$ cat config.mk
export PLATFORM = sky130hd
export DESIGN_NAME = ucsbece154b_gshare_predictor
export DESIGN_NICKNAME = d
export VERILOG_FILES = /design/src/rtl/ucsbece154b_gshare_predictor.sv
export SDC_FILE = /design/constraint.sdc
export NUM_CORES = 2
export LEC_CHECK = 0
export BUFFER_PORTS_ARGS = -buffer_cell sky130_fd_sc_hd__buf_2
export CAP_MARGIN = 20
export CORE_AREA = 10 10 384 423
export CTS_BUF_LIST = sky130_fd_sc_hd__clkbuf_16
export DETAILED_ROUTE_END_ITERATION = 6
export DIE_AREA = 0 0 394 433
export GPL_TIMING_DRIVEN = 0
export HOLD_SLACK_MARGIN = 0.03
export PLACE_DENSITY = 0.66
export RECOVER_POWER = 25
export SETUP_SLACK_MARGIN = 0.3
export SLEW_MARGIN = 15
export SYNTH_ARGS = -nofsm -noshare
export SYNTH_HDL_FRONTEND = slang
export SYNTH_SLANG_ARGS = --single-unit
$ cat constraint.sdc
create_clock -name clk -period 12 [get_ports clk]
set_input_delay 0.6 -clock clk [delete_from_list [all_inputs] [get_ports clk]]
set_output_delay 0.6 -clock clk [all_outputs]
set_load 0.02 [all_outputs]
$ cat src/rtl/ucsbece154b_gshare_predictor.sv
// Gshare direction predictor with a direct-mapped, tagged branch target buffer.
//
// Fetch side (combinational, zero latency):
//   pc_i              fetch PC being predicted
//   BranchTaken_o     redirect fetch to BTBtarget_o
//   BTBtarget_o       predicted target, 0 on BTB miss
//   PHTreadaddress_o  PHT index used for this prediction (pc bits XOR history)
// Execute side (sampled on posedge clk):
//   BTBwe_i, BTBwritepc_i, BTBwritedata_i, BTBwritejump_i   BTB fill/overwrite
//   PHTwe_i, PHTwriteaddress_i, PHTincrement_i               PHT + history training
//   GHRreset_i                                               clear history (wins over PHTwe_i)
// Clocking: clk, synchronous active-high reset.
module ucsbece154b_gshare_predictor #(
   parameter int unsigned NUM_BTB_ENTRIES = 32,
   parameter int unsigned NUM_GHR_BITS    = 5
) (
   input  logic                    clk,
   input  logic                    reset,
   input  logic [31:0]             pc_i,
   output logic                    BranchTaken_o,
   output logic [31:0]             BTBtarget_o,
   output logic [NUM_GHR_BITS-1:0] PHTreadaddress_o,
   input  logic                    BTBwe_i,
   input  logic [31:0]             BTBwritepc_i,
   input  logic [31:0]             BTBwritedata_i,
   input  logic                    BTBwritejump_i,
   input  logic                    PHTwe_i,
   input  logic [NUM_GHR_BITS-1:0] PHTwriteaddress_i,
   input  logic                    PHTincrement_i,
   input  logic                    GHRreset_i
);

   localparam int unsigned Idx        = $clog2(NUM_BTB_ENTRIES);
   localparam int unsigned TagW       = 30 - Idx;
   localparam int unsigned PhtEntries = 1 << NUM_GHR_BITS;

   logic [NUM_BTB_ENTRIES-1:0] btb_valid_q;
   logic [NUM_BTB_ENTRIES-1:0] btb_jump_q;
   logic [TagW-1:0]            btb_tag_q    [NUM_BTB_ENTRIES];
   logic [31:0]                btb_target_q [NUM_BTB_ENTRIES];
   logic [1:0]                 pht_q        [PhtEntries];
   logic [NUM_GHR_BITS-1:0]    ghr_q, ghr_d;
   logic [1:0]                 pht_cnt, pht_cnt_d;

   logic [Idx-1:0]  rd_idx, wr_idx;
   logic [TagW-1:0] rd_tag, wr_tag;
   logic            btb_hit;

   // Byte-offset bits never participate in indexing or tagging.
   logic unused_pc_lsbs;
   assign unused_pc_lsbs = ^{pc_i[1:0], BTBwritepc_i[1:0]};

   assign rd_idx = pc_i[Idx+1:2];
   assign rd_tag = pc_i[31:Idx+2];
   assign wr_idx = BTBwritepc_i[Idx+1:2];
   assign wr_tag = BTBwritepc_i[31:Idx+2];

   // Lookup: purely combinational on current state, so a same-cycle write is not bypassed.
   always_comb begin
      PHTreadaddress_o = pc_i[NUM_GHR_BITS+1:2] ^ ghr_q;
      btb_hit          = btb_valid_q[rd_idx] && (btb_tag_q[rd_idx] == rd_tag);
      BranchTaken_o    = btb_hit && (btb_jump_q[rd_idx] || pht_q[PHTreadaddress_o][1]);
      BTBtarget_o      = btb_hit ? btb_target_q[rd_idx] : 32'b0;
   end

   // Saturating 2-bit counter step for the trained PHT entry.
   always_comb begin
      pht_cnt   = pht_q[PHTwriteaddress_i];
      pht_cnt_d = pht_cnt;
      if (PHTincrement_i) begin
         if (pht_cnt != 2'b11) pht_cnt_d = pht_cnt + 2'b01;
      end else begin
         if (pht_cnt != 2'b00) pht_cnt_d = pht_cnt - 2'b01;
      end
   end

   // History only advances on resolution; a mispredict clear takes priority.
   always_comb begin
      ghr_d = ghr_q;
      if (GHRreset_i) begin
         ghr_d = '0;
      end else if (PHTwe_i) begin
         ghr_d = {ghr_q[NUM_GHR_BITS-2:0], PHTincrement_i};
      end
   end

   always_ff @(posedge clk) begin
      if (reset) begin
         btb_valid_q <= '0;
         for (int i = 0; i < PhtEntries; i++) pht_q[i] <= 2'b01;
         ghr_q <= '0;
      end else begin
         if (BTBwe_i) begin
            btb_valid_q[wr_idx]  <= 1'b1;
            btb_jump_q[wr_idx]   <= BTBwritejump_i;
            btb_tag_q[wr_idx]    <= wr_tag;
            btb_target_q[wr_idx] <= BTBwritedata_i;
         end
         if (PHTwe_i) pht_q[PHTwriteaddress_i] <= pht_cnt_d;
         ghr_q <= ghr_d;
      end
   end

endmodule

==> results.md <==
* WP data required at 11.40 ns
* Top Metal Used: met5
* Synth Area in Simple Gates at ~2.4%
* Worst-Margin Slew at 1.26 ns
* Synth area leaders: edfxtp_1 (76%), mux4_2 (15%), mux2i_1 (2.3%)
* Leakage at between 0.02 and 0.03 µW
* Number of max-cap violations at 0
* Final setup viols at 0
* Via total after detailed routing at 39600
* Worst VDD drop at 0.000113 V
* Synth Area in Compound Gates at 1.91%
* H-Tree Depth at 4
* Worst EP arrival at 6.76 ns
* Post-cts sizing count at 0
* Fraction of layout cells with a size suffix above 1 at 29.1%
* Status: completed
* Combinational family with the most area after synthesis: multiplexers
* Initial core utilization at 49.7%
* XOR/XNOR Fraction of Synth Area at 0.308%
* Element type at the critical path end: primary output
* Number of synthesized flops with an enable pin at 1920
* Total Wirelength at 216000 µm
* Startpoint Class: input pin
* RePlAce Congestion at 0.826
* Synth Area in Adders at less than 1%
* Row count at approximately 150
* Final Skew at roughly 0.0076 ns
* Vias/cell at 6.42
* Hold Path Cell Cnt at 3
* YS warnings at 0
* Vias in the first global route at 39600
* Num CTS Buffers at 193
* R2R setup slack at around 9 ns
* Routed met3 length at 22700 µm
* Net Count, Synth at 3586
* Postcts setup bufs at 0
* CTS Hold Bufs at 1
* FF+latch count, synth at 1957
* Count leader, synth: edfxtp_1
* DRC violations left at 0
* Syn_area_per_cell at between 20 and 25 µm²
* Mapped Area at 76300 µm²
* Met2 WL post-DR at roughly 100000 µm
* Post-synth top cells: edfxtp_1 (1920), mux4_2 (498), mux2i_1 (179)
* Core area at about 150000 µm²
* Prevailing post-synth register cell: edfxtp_1
* Fraction of registers with async set/reset at 0%
* Worst-path maximum fanout at 10
* Unrepaired setup endpoints after global routing: false
* I/O Buffers at 130
* Total power at 14200 µW
* Share of the synthesized area in the top cell type at 75.6%
* Final slew viol count at 0
* Vert. Die Dim at ~430 µm
* Reg2reg end: pht_q[1][0]$_SDFFCE_PN1P_
* Initial antenna violation count at 18
* Total grt overflow at 0
* # IOs at about 150
* Root Buffer: clkbuf_16
* Drt first pass iters at 6
* Post-DRT Antenna Nets at 0
* Relative slew slack at 16.3%
* Hold Path Class: in2reg
* FF-to-FF path depth at 7
* Mapped Cells at 3478
* CTS tree: yes
* Post-synthesis cell type count at 63
* Cell accounting for the most synthesized area: edfxtp_1
* Fin crit period at between 7 and 8 ns
* Die area at 171000 µm²
* Total GRT Usage at 25.0%
* Max Fclk at around 140 MHz
* Post-synthesis mux area share at 17.1%
* Final net count at 4044
* Detailed-placement wirelength estimate at around 140000 µm
* Filler cells at ~11000
* Hold Fails Final Rpt at 0
* Seq/Total Area, Yosys at 76.5%
* First-pass GRT wire length at just over 300000 µm
* Clk pin slew, worst setup/hold paths at ~0.060 ns
* Tcrit/Tclk final at roughly 60%
* Drt initial violations at between 5000 and 6000
* Largest net degree at the start of global routing at 33
* Worst Hold End: ghr_q[0]$_SDFFE_PP0P_
* Hold path start: PHTincrement_i
* Final core occ at between 50 and 60%
* Worst r2r src: pht_q[23][1]$_SDFFCE_PN0P_
* WL/cell at 35.0 µm
* Clock Latency Late Sink at between 0.8 and 0.9 ns
* Setup TNS at 0 ns
* Die Wd at 394 µm
* PD cells at roughly 160 nW/µm²
* P&R area growth vs syn at 16.2%
* Clk buf depth at 3
* Setup CP Type: in2out
* M1 WL at a little over 80000 µm
* Clock sink count at 1957
[layout make-up]
type	count	area, µm²	share of cell area [%]
Antenna cell	8	20.0	0.0226
Clock buffer	198	4950	5.59
Sequential cell	1957	58400	65.8
Buffer	203	1110	1.26
Multi-Input combinational cell	1280	16900	19.1
Timing Repair Buffer	263	3470	3.91
Inverter	38	143	0.161
Tap cell	2065	2580	2.91
Clock inverter	157	1110	1.25
[worst max path at each step]
stage	startpoint	end
2_1_floorplan	reset	btb_jump_q[20]$_DFFE_PP_
3_3_place_gp	reset	btb_target_q[12][22]$_DFFE_PP_
3_5_place_dp	pc_i[5]	BTBtarget_o[21]
4_1_cts	pc_i[5]	BTBtarget_o[21]
5_1_grt	pc_i[5]	BTBtarget_o[30]
6_report	pc_i[5]	BTBtarget_o[30]
[registers in the layout (all words and copies together), names as in the netlist]
| name | count |
|---|---|
| pht_q | 64 |
| btb_tag_q | 800 |
| btb_jump_q | 32 |
| btb_valid_q | 32 |
| btb_target_q | 1024 |
| ghr_q | 5 |
[report_power, final]
group / switching (µW) / internal, µW
combinational: 488 / 285
clock: 2540 / 3300
sequential: 13.2 / 7560
total: 3040 / 11100
[routing by layer]
metal,GRT usage [%],up-vias
li1,-,15600
met1,33.6,21100
met2,40.3,2451
met3,5.69,437
met4,9.01,6
met5,0,-
[stage by stage]
stage | std cells | setup slack (ns) | hold WS, ns | cell area [µm²]
after floorplan | 3478 | 7.47 | 0.449 | 76300
after global placement | 5673 | 2.77 | 0.456 | 79500
after detailed placement | 5801 | 4.86 | 0.464 | 82600
after CTS | 6157 | 4.84 | 0.0772 | 88700
after global routing | 6163 | 4.79 | 0.153 | 88700
final | 6169 | 4.64 | 0.128 | 88700
[logic make-up (layout without fill, tap and decap cells)]
family | after synthesis | count (layout)
buffers and inverters | 241 | 859
xor gates and xnor gates | 26 | 26
muxes | 682 | 682
other | 0 | 8
AOI/OAI and AO/OA | 202 | 202
adders and majority gates | 2 | 2
DFF | 1957 | 1957
and+or+nand+nor | 368 | 368
[worst max-delay path: stages]
cell and delay, ns:
buf_2 0.28, buf_2 0.47, buf_2 0.40, buf_1 0.89
a31oi_1 0.07, o21ai_1 0.16, nand3_1 0.10, a22oi_1 0.75
nand4_1 1.03, clkbuf_1 0.67, nor4_2 0.98, buf_2 0.32
[cell usage in the layout (no fill, tap or decap), drive strengths merged, types with 45 or more instances in the layout]
| cell type | instances |
|---|---|
| mux4 | 499 |
| nor2 | 91 |
| clkbuf | 301 |
| a22oi | 74 |
| edfxtp | 1920 |
| o22ai | 45 |
| buf | 362 |
| inv | 87 |
| mux2i | 179 |
| nand2 | 71 |
| clkinv | 87 |
Power figures use the tool's default switching activity.
